## config.mk

```make
export PLATFORM = sky130hd
export DESIGN_NAME = dog_line_scheduler_flat
export DESIGN_NICKNAME = d
export VERILOG_FILES = /design/src/rtl/dog_line_scheduler_if.sv /design/src/rtl/dog_line_scheduler.sv /design/src/flat_wrapper.sv
export SDC_FILE = /design/constraint.sdc
export NUM_CORES = 1
export LEC_CHECK = 0
export BUFFER_PORTS_ARGS = -buffer_cell sky130_fd_sc_hd__buf_2
export CORE_UTILIZATION = 50
export DETAILED_ROUTE_END_ITERATION = 8
export PLACE_DENSITY = 0.83
export SLEW_MARGIN = 10
export SYNTH_ARGS = -nofsm -noshare
export SYNTH_HDL_FRONTEND = slang
export SYNTH_SLANG_ARGS = --single-unit
export TNS_END_PERCENT = 100
```

## constraint.sdc

```tcl
create_clock -name pix_clk -period 4.8 [get_ports pix_clk]
set_input_delay 0.96 -clock pix_clk [delete_from_list [all_inputs] [get_ports pix_clk]]
set_output_delay 0.96 -clock pix_clk [all_outputs]
set_load 0.01 [all_outputs]
```

## src/rtl/dog_line_scheduler_if.sv

```systemverilog
// Game-state fetch port and the committed per-scanline slot list of the dog line scheduler.
interface dog_line_scheduler_if #(parameter int SLOTS = 4);
  logic                line_start;
  logic [8:0]          next_y;
  logic                fetch_req;
  logic [2:0]          fetch_idx;
  logic                fetch_ack;
  logic [9:0]          fetch_posx;
  logic [8:0]          fetch_posy;
  logic [2:0]          fetch_col;
  logic [7:0]          fetch_hits;
  logic [SLOTS*10-1:0] slot_x;
  logic [SLOTS*3-1:0]  slot_col;
  logic [SLOTS-1:0]    slot_bar;
  logic [SLOTS-1:0]    slot_valid;
  logic                line_ready;
  logic                overflow;
  logic                late;
  logic                busy;

  modport master (
    input  line_start, next_y, fetch_ack, fetch_posx, fetch_posy, fetch_col, fetch_hits,
    output fetch_req, fetch_idx, slot_x, slot_col, slot_bar, slot_valid,
           line_ready, overflow, late, busy
  );

  modport slave (
    output line_start, next_y, fetch_ack, fetch_posx, fetch_posy, fetch_col, fetch_hits,
    input  fetch_req, fetch_idx, slot_x, slot_col, slot_bar, slot_valid,
           line_ready, overflow, late, busy
  );
endinterface

```

## src/rtl/dog_line_scheduler.sv

```systemverilog
// Per-scanline sprite scheduler: walks N dogs during hblank and commits up to SLOTS
// body/hit-bar entries touching the next line for the pixel compositor.
module dog_slot_reg (
  input  logic       pix_clk,
  input  logic       rst_n,
  input  logic       commit,
  input  logic       vld_d,
  input  logic [9:0] x_d,
  input  logic [2:0] col_d,
  input  logic       bar_d,
  output logic       vld_q,
  output logic [9:0] x_q,
  output logic [2:0] col_q,
  output logic       bar_q
);
  always_ff @(posedge pix_clk or negedge rst_n) begin
    if (!rst_n) begin
      vld_q <= 1'b0;
      x_q   <= '0;
      col_q <= '0;
      bar_q <= 1'b0;
    end else if (commit) begin
      vld_q <= vld_d;
      x_q   <= vld_d ? x_d   : '0;
      col_q <= vld_d ? col_d : '0;
      bar_q <= vld_d & bar_d;
    end
  end
endmodule

module dog_line_scheduler #(
  parameter int N     = 8,
  parameter int SLOTS = 4,
  parameter int BOX_H = 32
) (
  input logic                   pix_clk,
  input logic                   rst_n,
  dog_line_scheduler_if.master  bus
);
  typedef enum logic [1:0] {IDLE, REQ, EVAL, DONE} state_t;
  localparam logic [2:0] LAST = 3'(N - 1);

  state_t state, state_nxt;

  logic [8:0] ny;
  logic [2:0] idx;
  logic [9:0] c_posx;
  logic [8:0] c_posy;
  logic [2:0] c_col;
  logic [7:0] c_hits;

  logic [SLOTS-1:0][9:0] sh_x;
  logic [SLOTS-1:0][2:0] sh_col;
  logic [SLOTS-1:0]      sh_bar;
  logic [3:0]            sh_cnt;
  logic                  sh_ovf;

  logic late_q, ready_q, ovf_q;

  // Hit test, all in 10-bit unsigned; the bar test adds hh to ny instead of
  // subtracting it from posy so a dog near the top of the screen cannot wrap.
  logic [13:0] prod;
  logic [9:0]  hh, ny_w, py_w;
  logic        body_hit, bar_hit, cand;

  always_comb begin
    prod     = 14'(c_hits) * 14'(BOX_H);
    hh       = 10'(prod / 14'd255);
    ny_w     = {1'b0, ny};
    py_w     = {1'b0, c_posy};
    body_hit = (ny_w >= py_w) && (ny_w < py_w + 10'(BOX_H));
    bar_hit  = (hh != 10'd0) && (ny_w < py_w) && (ny_w + hh >= py_w);
    cand     = body_hit || bar_hit;
  end

  always_ff @(posedge pix_clk or negedge rst_n) begin
    if (!rst_n) state <= IDLE;
    else        state <= state_nxt;
  end

  always_comb begin
    state_nxt = state;
    case (state)
      IDLE: if (bus.line_start) state_nxt = REQ;
      REQ:  if (bus.line_start) state_nxt = REQ;
            else if (bus.fetch_ack) state_nxt = EVAL;
      EVAL: if (bus.line_start) state_nxt = REQ;
            else if (idx == LAST) state_nxt = DONE;
            else state_nxt = REQ;
      DONE: state_nxt = bus.line_start ? REQ : IDLE;
      default: state_nxt = IDLE;
    endcase
  end

  always_comb begin
    bus.fetch_req = (state == REQ);
    bus.fetch_idx = (state == REQ) ? idx : 3'd0;
    bus.busy      = (state != IDLE);
  end

  always_ff @(posedge pix_clk or negedge rst_n) begin
    if (!rst_n) begin
      ny      <= '0;
      idx     <= '0;
      c_posx  <= '0;
      c_posy  <= '0;
      c_col   <= '0;
      c_hits  <= '0;
      sh_x    <= '0;
      sh_col  <= '0;
      sh_bar  <= '0;
      sh_cnt  <= '0;
      sh_ovf  <= 1'b0;
      late_q  <= 1'b0;
      ready_q <= 1'b0;
      ovf_q   <= 1'b0;
    end else begin
      late_q  <= bus.line_start && (state == REQ || state == EVAL);
      ready_q <= (state == DONE);
      if (state == DONE) ovf_q <= sh_ovf;
      // A line_start in any state (re)starts the scan; in DONE the commit still uses the old list.
      if (bus.line_start) begin
        ny     <= bus.next_y;
        idx    <= '0;
        sh_x   <= '0;
        sh_col <= '0;
        sh_bar <= '0;
        sh_cnt <= '0;
        sh_ovf <= 1'b0;
      end else if (state == REQ && bus.fetch_ack) begin
        c_posx <= bus.fetch_posx;
        c_posy <= bus.fetch_posy;
        c_col  <= bus.fetch_col;
        c_hits <= bus.fetch_hits;
      end else if (state == EVAL) begin
        if (idx != LAST) idx <= idx + 3'd1;
        if (cand) begin
          if (sh_cnt < 4'(SLOTS)) begin
            for (int k = 0; k < SLOTS; k++) begin
              if (sh_cnt == 4'(k)) begin
                sh_x[k]   <= c_posx;
                sh_col[k] <= c_col;
                sh_bar[k] <= bar_hit;
              end
            end
            sh_cnt <= sh_cnt + 4'd1;
          end else begin
            sh_ovf <= 1'b1;
          end
        end
      end
    end
  end

  logic [SLOTS-1:0][9:0] sx_q;
  logic [SLOTS-1:0][2:0] scol_q;
  logic [SLOTS-1:0]      sbar_q, svld_q;

  for (genvar k = 0; k < SLOTS; k++) begin : g_slot
    dog_slot_reg u_slot (
      .pix_clk (pix_clk),
      .rst_n   (rst_n),
      .commit  (state == DONE),
      .vld_d   (sh_cnt > 4'(k)),
      .x_d     (sh_x[k]),
      .col_d   (sh_col[k]),
      .bar_d   (sh_bar[k]),
      .vld_q   (svld_q[k]),
      .x_q     (sx_q[k]),
      .col_q   (scol_q[k]),
      .bar_q   (sbar_q[k])
    );
  end

  assign bus.slot_x     = sx_q;
  assign bus.slot_col   = scol_q;
  assign bus.slot_bar   = sbar_q;
  assign bus.slot_valid = svld_q;
  assign bus.line_ready = ready_q;
  assign bus.overflow   = ovf_q;
  assign bus.late       = late_q;
endmodule

```

## src/flat_wrapper.sv

```systemverilog
// flat-port wrapper written by rule: the top's interface ports become plain ports
module dog_line_scheduler_flat 
#(
  parameter int N     = 8,
  parameter int SLOTS = 4,
  parameter int BOX_H = 32
)
  (pix_clk, rst_n, bus_line_start, bus_next_y, bus_fetch_ack, bus_fetch_posx, bus_fetch_posy, bus_fetch_col, bus_fetch_hits, bus_fetch_req, bus_fetch_idx, bus_slot_x, bus_slot_col, bus_slot_bar, bus_slot_valid, bus_line_ready, bus_overflow, bus_late, bus_busy);
  dog_line_scheduler_if #(.SLOTS(SLOTS)) bus_i ();
  input logic pix_clk;
  input logic rst_n;
  input wire logic [$bits(bus_i.line_start)-1:0] bus_line_start;
  input wire logic [$bits(bus_i.next_y)-1:0] bus_next_y;
  input wire logic [$bits(bus_i.fetch_ack)-1:0] bus_fetch_ack;
  input wire logic [$bits(bus_i.fetch_posx)-1:0] bus_fetch_posx;
  input wire logic [$bits(bus_i.fetch_posy)-1:0] bus_fetch_posy;
  input wire logic [$bits(bus_i.fetch_col)-1:0] bus_fetch_col;
  input wire logic [$bits(bus_i.fetch_hits)-1:0] bus_fetch_hits;
  output wire logic [$bits(bus_i.fetch_req)-1:0] bus_fetch_req;
  output wire logic [$bits(bus_i.fetch_idx)-1:0] bus_fetch_idx;
  output wire logic [$bits(bus_i.slot_x)-1:0] bus_slot_x;
  output wire logic [$bits(bus_i.slot_col)-1:0] bus_slot_col;
  output wire logic [$bits(bus_i.slot_bar)-1:0] bus_slot_bar;
  output wire logic [$bits(bus_i.slot_valid)-1:0] bus_slot_valid;
  output wire logic [$bits(bus_i.line_ready)-1:0] bus_line_ready;
  output wire logic [$bits(bus_i.overflow)-1:0] bus_overflow;
  output wire logic [$bits(bus_i.late)-1:0] bus_late;
  output wire logic [$bits(bus_i.busy)-1:0] bus_busy;
  assign bus_i.line_start = bus_line_start;
  assign bus_i.next_y = bus_next_y;
  assign bus_i.fetch_ack = bus_fetch_ack;
  assign bus_i.fetch_posx = bus_fetch_posx;
  assign bus_i.fetch_posy = bus_fetch_posy;
  assign bus_i.fetch_col = bus_fetch_col;
  assign bus_i.fetch_hits = bus_fetch_hits;
  assign bus_fetch_req = bus_i.fetch_req;
  assign bus_fetch_idx = bus_i.fetch_idx;
  assign bus_slot_x = bus_i.slot_x;
  assign bus_slot_col = bus_i.slot_col;
  assign bus_slot_bar = bus_i.slot_bar;
  assign bus_slot_valid = bus_i.slot_valid;
  assign bus_line_ready = bus_i.line_ready;
  assign bus_overflow = bus_i.overflow;
  assign bus_late = bus_i.late;
  assign bus_busy = bus_i.busy;
  dog_line_scheduler #(.N(N), .SLOTS(SLOTS), .BOX_H(BOX_H)) u_core (.pix_clk(pix_clk), .rst_n(rst_n), .bus(bus_i));
endmodule
```

# [Yosys cells after proc, flatten, opt, wreduce, memory -nomap -nowiden]
# Index checks and enable logic that the tools add are counted.
[word_totals] n_memories=0 word_cells=156 latchBits=0 ram_bits=0 out_inout_bits=68 reg_bits=168 rom_bits=0
[classes] mux=57 div_mod_pow=1 bitwise=5 n_shift=0 eq_ne=12 magnitude_cmp=9 n_addsub=4 reduce_logical=28 multipliers=0
[op_table] cell="40-bit two-way mux" count=5
[op_table] cell="10-bit two-way mux" count=8
[op_table] cell="12-bit two-way mux" count=5
[op_table] cell="4-bit two-way mux" count=10
[op_table] cell="3-bit two-way mux" count=13
[op_table] cell="5-bit AND reduction" count=4
[op_table] cell="2-bit nonzero test" count=9
[op_table] cell="13-bit by 8-bit divider with 14-bit output (second input constant)" count=1
[op_table] cell="9-bit by 10-bit adder with 10-bit output" count=1
[op_table] cell="9-bit by 6-bit adder with 10-bit output (second input constant)" count=1
[op_table] cell="10-bit by 9-bit greater-or-equal comparator with 1-bit output" count=1
[op_table] cell="9-bit by 10-bit < comparator with 1-bit output" count=1
[op_table] cell="1-bit two-way mux" count=10
[op_table] cell="2-bit two-way mux" count=5
[op_table] cell="10-bit nonzero test" count=1
[op_table] cell="9-bit greater-or-equal comparator" count=1
[op_table] cell="9-bit < comparator" count=1
[op_table] cell="4-bit by 2-bit equality test with 1-bit output (second input constant)" count=2
[op_table] cell="4-bit by 1-bit > comparator with 1-bit output (second input constant)" count=2
[op_table] cell="4-bit by 2-bit > comparator with 1-bit output (second input constant)" count=2
[op_table] cell="2-bit case mux with 4 select lines" count=1
[op_table] cell="4-bit AND reduction" count=2
[op_table] cell="2-bit inequality test (second input constant)" count=3
[op_table] cell="3-bit inequality test (second input constant)" count=2
[op_table] cell="15 further kinds" count=25

# [Logic depth before layout (Yosys ltp)]
# Gate-level depths: netlist of run 1.
[depth] depth_word=10 depth_mapped=31

# [By module]
# From an unflattened synthesis of run 1, not the netlist that was laid out.
[unflattened] cells_unflattened=771 area_unflattened_um2=8496.9
[by_module_without_submodules] module="dog_line_scheduler" area_each_um2=5784.3 instances=1 seq_area_each_um2=2702.6 cells_each=523
[by_module_without_submodules] module="dog_slot_reg" area_each_um2=678.2 instances=4 seq_area_each_um2=375.4 cells_each=62

# [Worst setup path before layout of run 1]
# No wires, ideal clock.
[synth_timing] path_kind="flip-flop to flip-flop" from="register u_core.c_hits[4]" to="register u_core.sh_x[33] (netlist bit)" slack_ns=-0.376 synth_period_minus_slack_ns=5.176 setup_time_ns=0.121 stages_incl_launch_ff=30 t_required_ns=4.679 arrival_time_ns=5.055 path_cell_list="dfrtp_1 -> buf_4 -> nand4_4 -> nor2_1 -> nand2_1 -> nand2_1 -> ha_1 -> xnor2_1 -> ha_1 -> inv_1 -> a221oi_1 -> a41oi_1 -> o22ai_1 -> nand2_1 -> ha_1 -> fa_1 -> a21oi_1 -> maj3_1 -> o21bai_1 -> a21oi_1 -> xnor2_1 -> ha_1 -> a21o_1 -> a221oi_1 -> o21ai_0 -> a22oi_4 -> o22ai_4 -> and3_1 -> buf_4 -> a22o_1"
[synth_between] elab_chain_len=7 word_cells_on_any_way=9 cone_classes="add/sub (1); div (1); order compare (1); reduce/logical (6)"
[synth_lines] element="start, declared" line="dog_line_scheduler.sv:50" source="logic [7:0] c_hits;"
[synth_lines] element="start signal, assigned" line="dog_line_scheduler.sv:134" source="c_hits <= bus.fetch_hits;"
[synth_lines] element="13-bit by 8-bit divider with 14-bit output (*)" line="dog_line_scheduler.sv:68" source="hh = 10'(prod / 14'd255);"
[synth_lines] element="9-bit by 10-bit adder with 10-bit output or 10-bit nonzero test (tied branches)" line="dog_line_scheduler.sv:72" source="bar_hit = (hh != 10'd0) && (ny_w < py_w) && (ny_w + hh >= py_w);"
[synth_lines] element="10-bit by 9-bit greater-or-equal comparator with 1-bit output or 1-bit logical AND (tied branches)" line="dog_line_scheduler.sv:72"
[synth_lines] element="1-bit logical AND (*)" line="dog_line_scheduler.sv:72"
[synth_lines] element="1-bit logical OR (*)" line="dog_line_scheduler.sv:73" source="cand = body_hit || bar_hit;"
[synth_lines] element="2-bit nonzero test (no source line) (*)"
[synth_lines] element="5-bit AND reduction (no source line) (*)"
[synth_lines] element="end signal, assigned by index" line="dog_line_scheduler.sv:141" source="sh_x[k] <= c_posx;"
[synth_lines] element="end, declared" line="dog_line_scheduler.sv:52" source="logic [SLOTS-1:0][9:0] sh_x;"
# Mark *: on every way between the ends. The rest lies on a longest branch, timed or not.
# A chain may end at the register's enable or synchronous reset.

# [Worst setup path in the final report of run 1]
[layout_timing] from="register u_core.c_hits[3]" to="register u_core.sh_x[23] (netlist bit)"
# The elaborated chain is that of the path after synthesis.

==> flow_summary_export.csv, run 1 <==
group,metric,value,unit
clock_tree,cts_tree,"done",
logic_synthesis,synth.area.top_cells,"dfrtp_1 (53%), a22o_1 (7.6%), ha_1 (6.5%)",
timing,drv_slew,0,
setup_path,cp_slowest_cell,"dfrtp_1",
logic_synthesis,synth_edf_count,0,
setup_path,required,5.12,ns
clock_tree,clock_latency,0.44,ns
timing,setup_tns,-14.65,ns
place,place_congestion,0.825,
place,place.port_buffers,110,
worst_hold_path,hp-start,"u_core.g_slot[2].u_slot.vld_q",
logic_synthesis,synth_warnings,0,
timing,setup_ws,-0.349,ns
timing,finalHoldViolCount,0,
grt,gr-total-overflow,0,
clock_tree,cts_buffers,17,
timing,period_minus_slack,5.15,ns
outcome,outcome,"finished, violations left",
grt,grt_pass1_vias,5648,
setup_path,worst-setup-path-type,"register to register",
die,ios,111,
power_and_ir_drop,peakVddDrop,0.316,mV
die,fp.dieW,128,µm
setup_path,startpoint,"u_core.c_hits[3]",
place,hpwl,12.1,mm
timing,setup_violations,58,
clock_tree,path_clk_slew,0.07,ns
die,die_y,128,µm
timing,fmax,0.194,GHz
logic_synthesis,synth_ff_type,"dfrtp_1",
finish,multi_input_area,3460,µm²
drt,drtAntennaViolNets,0,
die,num_rows,45,
power_and_ir_drop,pwr_density_cell,534,nW/µm²
drt,wl_per_cell,18.0,µm
clock_tree,clockRootBuffer,"clkbuf_16",
drt,drc,0,
drt,drt_first_pass_iters,4,
worst_hold_path,hold_path_class,"register to register",
finish,stdcell_area,9710,µm²
place,place_area,8800,µm²
die,floorplan.initialDensity,0.515,
logic_synthesis,synth_top_cell_by_area,"dfrtp_1",
outcome,violations,"setup timing",
finish,nFillCells,1198,
die,coreArea,15300,µm²
setup_path,cp-end-kind,"register",
drt,vias,5532,
logic_synthesis,ys_ff_latch,168,
logic_synthesis,synth_top_cell_area_share,0.533,
grt,grt_pass1_wl,28.8,mm
clock_tree,cts_max_level,4,
grt,antenna_found_initial,0,
finish,nets,855,
logic_synthesis,syn_area,7890,µm²
finish,layout-drive-gt1-share,0.333,
die,dieArea,16300,µm²
power_and_ir_drop,leakagePower,4.86,nW
drt,drtIter0Drc,331,
logic_synthesis,ys_async_sr_fraction,1.00,
finish,final_common_cell,"dfrtp_1",
setup_path,arrival,5.47,ns
setup_path,cp_max_fo,7,
clock_tree,cts_num_sinks,168,
finish,final_cell_mix,"dfrtp_1 (168), buf_2 (109), a22o_1 (68), nand2b_1 (43), mux2_2 (39)",
finish,diodes,0,
logic_synthesis,synth_nets,721,
timing,skew,0.0113,ns
logic_synthesis,syn_area_per_cell,12.4,µm²
grt,grt_max_degree,100,
finish,seq_area,4200,µm²
logic_synthesis,seq_area_frac_synth,0.533,
timing,rsz0062_at_grt,"yes",
grt,grt_usage,0.232,
setup_path,r2r-start,"u_core.c_hits[3]",
setup_path,critPathLaunchType,"register",
drt,viasPerCell,5.57,
timing,max_slew_margin,0.427,
logic_synthesis,synthCells,636,
timing,worstMarginPinSlew,0.860,ns
logic_synthesis,synth_cell_types,63,
timing,min_period_over_period,1.07,
clock_tree,clockBufferDepth,2,
drt,routed_wl,17.8,mm
flow_run,max_cap_viol_count,0,
setup_path,crit_path_max_incr_delay,0.40,ns
finish,area_growth,23.1,%
==> what timing repair did <==
action,CTS,global route
gates cloned,3,0
hold buffers,0,0
endpoints found under the setup margin,60,60
pin swaps,32,30
setup buffers,10,3
gates resized for setup,14,6
==> flip-flops by register name (all words and copies together), names as in the netlist, 4 cells and up <==
register and flops:
u_core.g_slot.u_slot.bar_q 4, u_core.sh_x 40, u_core.sh_col 12, u_core.c_posx 10, u_core.sh_bar 4, u_core.sh_cnt 4
u_core.ny 9, u_core.c_hits 8, u_core.g_slot.u_slot.x_q 40, u_core.g_slot.u_slot.col_q 12, u_core.g_slot.u_slot.vld_q 4, u_core.c_posy 9
==> critical path, delay by kind of cell (launching register included) <==
family	cells	cell delay, ns
AOI/OAI and AO/OA	10	1.47
and+or+nand+nor	6	0.72
buffers and inverters	6	0.75
DFF	1	0.40
adders and majority gates	6	1.48
xor gates and xnor gates	2	0.20
==> path summary, 6_finish.rpt <==
kind | to | slack, ns | cells past startpoint
max | u_core.sh_x[23] | -0.35 | 30
min in group asynchronous | u_core.g_slot[2].u_slot.x_q[3] | 0.62 | 1
max reg2reg | u_core.sh_x[23] | -0.35 | 30
min reg2reg | u_core.g_slot[2].u_slot.vld_q | 0.48 | 1
max in group asynchronous | u_core.sh_x[12] | 3.17 | 2
min | u_core.g_slot[2].u_slot.vld_q | 0.48 | 1
==> cell families (layout without fill, tap and decap cells) <==
kind of cell    Yosys count  in the layout  synth area share
compound gates          148            148             0.161
xor+xnor                 11             11            0.0122
fa+ha+maj                43             43            0.0688
buf+inv                  67            214            0.0424
flops                   168            168             0.533
mux                      69             69            0.0938
other cells               1              1          0.000475
simple gates            129            129            0.0884
==> layer usage <==
layer  part of all wire  GRT usage
met5                  0          0
met4              0.023     0.0844
met3              0.050     0.0536
met2               0.50      0.394
met1               0.43      0.290
==> stage by stage <==
| step | worst slack (ns) | power (mW) | hold slack, ns | cells | utilization |
|---|---|---|---|---|---|
| 2_1_floorplan | 0.0171 | 2.88 | 0.449 | 636 | - |
| 4_1_cts | -0.225 | 5.15 | 0.484 | 992 | 0.632 |
| 3_5_place_dp | -0.342 | 3.39 | 0.468 | 947 | 0.574 |
| 5_1_grt | -0.669 | 5.47 | 0.494 | 994 | 0.634 |
| 6_report | -0.349 | 5.19 | 0.480 | 994 | 0.634 |
| 3_3_place_gp | -0.0128 | 3.30 | 0.457 | 947 | 0.574 |
==> synth_stat cells (2+ instances only) <==
cell type / n
buf_6: 3
nor2b_1: 2
o31a_1: 2
a21oi_1: 15
a221oi_1: 2
and2_1: 6
nand2_1: 27
nor3_1: 3
inv_1: 26
a41oi_4: 2
a21o_1: 9
mux2_2: 39
ha_1: 41
o2111ai_1: 2
a22o_1: 68
or3_1: 2
nand4_1: 3
o21ai_0: 8
o2bb2ai_1: 14
nor2_1: 22
clkbuf_1: 16
xor2_1: 3
buf_1: 5
nand2b_1: 44
o21a_1: 4
xnor2_1: 8
dfrtp_1: 168
nand3_1: 10
buf_2: 3
buf_4: 12
mux2i_1: 30
a41oi_1: 3
and3_1: 4
==> report_power, final <==
part           internal, mW  total [mW]  switching (mW)
logic                 0.889        1.84           0.947
clock network         0.949        1.57           0.620
registers              1.59        1.78           0.194
total                  3.42        5.19            1.76
==> final cells by class <==
| class | instances | area share |
|---|---|---|
| Clock buffer | 17 | 0.0438 |
| Sequential cell | 168 | 0.433 |
| Timing Repair Buffer | 155 | 0.103 |
| Multi-Input combinational cell | 401 | 0.357 |
| Clock inverter | 15 | 0.0262 |
| Tap cell | 211 | 0.0272 |
| Inverter | 27 | 0.0104 |
(Power assumes the default switching activity.)
==> inputs of run 2 (changes only) <==
--- a/config.mk
+++ b/config.mk
@@ -6,11 +6,15 @@
 export NUM_CORES = 1
 export LEC_CHECK = 0
 export BUFFER_PORTS_ARGS = -buffer_cell sky130_fd_sc_hd__buf_2
-export CORE_UTILIZATION = 50
+export CELL_PAD_IN_SITES_DETAIL_PLACEMENT = 1
+export CELL_PAD_IN_SITES_GLOBAL_PLACEMENT = 1
+export CORE_UTILIZATION = 42
 export DETAILED_ROUTE_END_ITERATION = 8
-export PLACE_DENSITY = 0.83
+export GPL_ROUTABILITY_DRIVEN = 0
+export PLACE_DENSITY = 0.86
 export SLEW_MARGIN = 10
 export SYNTH_ARGS = -nofsm -noshare
 export SYNTH_HDL_FRONTEND = slang
+export SYNTH_HIERARCHICAL = 1
 export SYNTH_SLANG_ARGS = --single-unit
 export TNS_END_PERCENT = 100
==> flow_summary_export.csv, run 2 <==
group,metric,value,unit
worst_hold_path,whs_path_depth,2,
clock_tree,cts_tree,"done",
timing,fin_hold_ws,0.506,ns
outcome,outcome,"finished, violations left",
die,die_y,144,µm
timing,rsz0062_at_grt,"yes",
drt,wl_per_cell,18.9,µm
outcome,violations,"setup timing",
setup_path,cp_max_fo,7,
logic_synthesis,synth_warnings,6,
logic_synthesis,synth.area.top_cells,"dfrtp_1 (49%), ha_1 (5.9%), mux2_2 (5.3%)",
logic_synthesis,synth_nets,855,
finish,largestRegisters,"u_core/g_slot.u_slot/x_q: 40 flops, u_core/sh_x: 40 flops",
finish,area_growth,22.9,%
clock_tree,clockBufferDepth,2,
timing,finalHoldViolCount,0,
timing,period_minus_slack,5.37,ns
logic_synthesis,syn_area,8500,µm²
setup_path,reg2regPathDepth,29,
clock_tree,cts_max_level,4,
setup_path,worstReg2RegEnd,"u_core/sh_col[1]",
die,num_rows,51,
logic_synthesis,synth_cell_types,62,
finish,stdcell_area,10400,µm²
timing,setup_ws,-0.574,ns
finish,nets,994,
clock_tree,clock_latency,0.43,ns
grt,antenna_found_initial,0,
clock_tree,cts-hold-fix-buffers,0,
grt,gr-total-overflow,0,
setup_path,worst-setup-path-type,"register to register",
drt,viasPerCell,5.24,
place,hpwl,14.3,mm
setup_path,crit_path_max_incr_delay,0.39,ns
power_and_ir_drop,peakVddDrop,0.297,mV
setup_path,required,5.14,ns
power_and_ir_drop,pwr_density_cell,533,nW/µm²
logic_synthesis,synth_top_cell_area_share,0.495,
setup_path,cp_slowest_cell,"fa_2",
logic_synthesis,seq_area_frac_synth,0.495,
finish,layout-drive-gt1-share,0.378,
timing,setup_violations,60,
die,coreArea,19700,µm²
drt,vias,6222,
setup_path,arrival,5.71,ns
logic_synthesis,synth.most_common_cell,"dfrtp_1",
drt,drtAntennaViolNets,0,
drt,drt_first_pass_iters,4,
finish,final_common_cell,"dfrtp_1",
place,place.port_buffers,110,
logic_synthesis,synthCells,771,
finish,diodes,0,
logic_synthesis,synth_common_cells,"dfrtp_1 (168), inv_1 (81), o21ai_0 (57)",
timing,max_slew_margin,0.323,
die,dieArea,20800,µm²
die,fp.dieW,144,µm
flow_run,max_cap_viol_count,0,
worst_hold_path,hold_path_class,"register to register",
die,floorplan.initialDensity,0.432,
clock_tree,path_clk_slew,0.07,ns
worst_hold_path,hp-start,"u_core/g_slot[3].u_slot/x_q[2]",
finish,fin_util,0.531,
timing,skew,0.00889,ns
drt,drtIter0Drc,293,
finish,final_cell_mix,"dfrtp_1 (168), buf_2 (109), inv_1 (81), nand2b_1 (52), o21ai_2 (49)",
timing,setup_tns,-28.32,ns
place,place_area,9390,µm²
clock_tree,cts_num_sinks,168,
clock_tree,cts_buffers,17,
logic_synthesis,ys_ff_latch,168,
timing,min_period_over_period,1.12,
clock_tree,clockRootBuffer,"clkbuf_16",
setup_path,critPathLaunchType,"register",
setup_path,cp-end-kind,"register",
logic_synthesis,ys_async_sr_fraction,1.00,
logic_synthesis,synth_ff_type,"dfrtp_1",
timing,fmax,0.186,GHz
worst_hold_path,min_to,"u_core/g_slot[3].u_slot/x_q[2]",
logic_synthesis,syn_area_per_cell,11.0,µm²
timing,worstMarginPinSlew,1.02,ns
grt,grt_max_degree,108,
setup_path,r2r-start,"u_core/c_hits[7]",
die,ios,111,
logic_synthesis,synth_edf_count,0,
logic_synthesis,synth_top_cell_by_area,"dfrtp_1",
grt,grt_pass1_wl,35.4,mm
drt,routed_wl,22.4,mm
timing,drv_slew,0,
drt,drc,0,
power_and_ir_drop,leakagePower,4.91,nW
setup_path,rrSetupSlack,-0.57,ns
grt,grt_usage,0.224,
grt,grt_pass1_vias,6711,
## run 2: power breakdown
part | total, mW | switching (mW) | internal (mW) | leakage [nW]
sequential | 1.80 | 0.167 | 1.63 | 2.25
clock | 1.42 | 0.610 | 0.813 | 0.302
combinational | 2.35 | 1.29 | 1.06 | 2.36
total | 5.57 | 2.06 | 3.50 | 4.91
## run 2: metal layers
| layer | vias to the layer above | share of wire | GRT usage |
|---|---|---|---|
| li1 | 2901 | - | - |
| met1 | 3142 | 0.41 | 0.263 |
| met2 | 149 | 0.53 | 0.411 |
| met3 | 30 | 0.040 | 0.0460 |
| met4 | 0 | 0.018 | 0.0637 |
| met5 | - | 0 | 0 |
## run 2: final cells by class
type / instances / area, µm²
clock buffer: 19 / 453
clock inverter: 13 / 163
sequential: 168 / 4200
fill: 2174 / 9210
timing repair buffer: 158 / 1010
tap: 265 / 332
inverter: 81 / 304
multi-input combinational: 484 / 3980
## run 2: timing repair
| action | CTS | global route |
|---|---|---|
| endpoints found under the setup margin | 60 | 60 |
| gates resized for setup | 51 | 45 |
| pin swaps | 22 | 33 |
| cloned | 2 | 1 |
| setup buffers | 14 | 8 |
## run 2: how the worst max path moves through the flow
stage	from	to	slack, ns	cells after the start
2_1_floorplan	u_core/c_hits[5]	u_core/sh_x[5]	-0.11	30
3_5_place_dp	u_core/c_hits[7]	u_core/sh_x[10]	-0.75	25
5_1_grt	u_core/c_hits[7]	u_core/sh_x[0]	-0.87	29
6_report	u_core/c_hits[7]	u_core/sh_col[1]	-0.57	29
4_1_cts	u_core/c_hits[2]	u_core/sh_col[0]	-0.44	31
3_3_place_gp	u_core/c_hits[0]	u_core/sh_x[19]	-0.41	27
## run 2: cells by family (layout without fill, tap and decap cells)
group | count (synthesis) | in the layout | share of synthesized area
other cells | 1 | 1 | 0.000441
buf+inv | 120 | 271 | 0.0701
simple gates | 198 | 199 | 0.144
compound gates | 144 | 144 | 0.106
fa+ha+maj | 42 | 42 | 0.0624
flops | 168 | 168 | 0.495
mux | 86 | 86 | 0.110
xor+xnor | 12 | 12 | 0.0124
## run 2: critical path: cells and delay by family, from the launching register on
family | cells | cell delay [ns]
adder cells (fa/ha/maj) | 6 | 1.55
AND/OR/NAND/NOR | 9 | 1.41
AO/OA/AOI/OAI | 9 | 1.17
flip-flops | 1 | 0.37
buffers and inverters | 2 | 0.37
multiplexers | 1 | 0.26
XOR/XNOR | 2 | 0.16
## run 2: through the flow
step           cells  setup WS (ns)  power (mW)
2_1_floorplan    771         -0.109        3.10
3_3_place_gp    1137         -0.414        3.61
3_5_place_dp    1137         -0.746        3.71
4_1_cts         1184         -0.438        5.51
5_1_grt         1188         -0.873        5.89
6_report        1188         -0.574        5.57
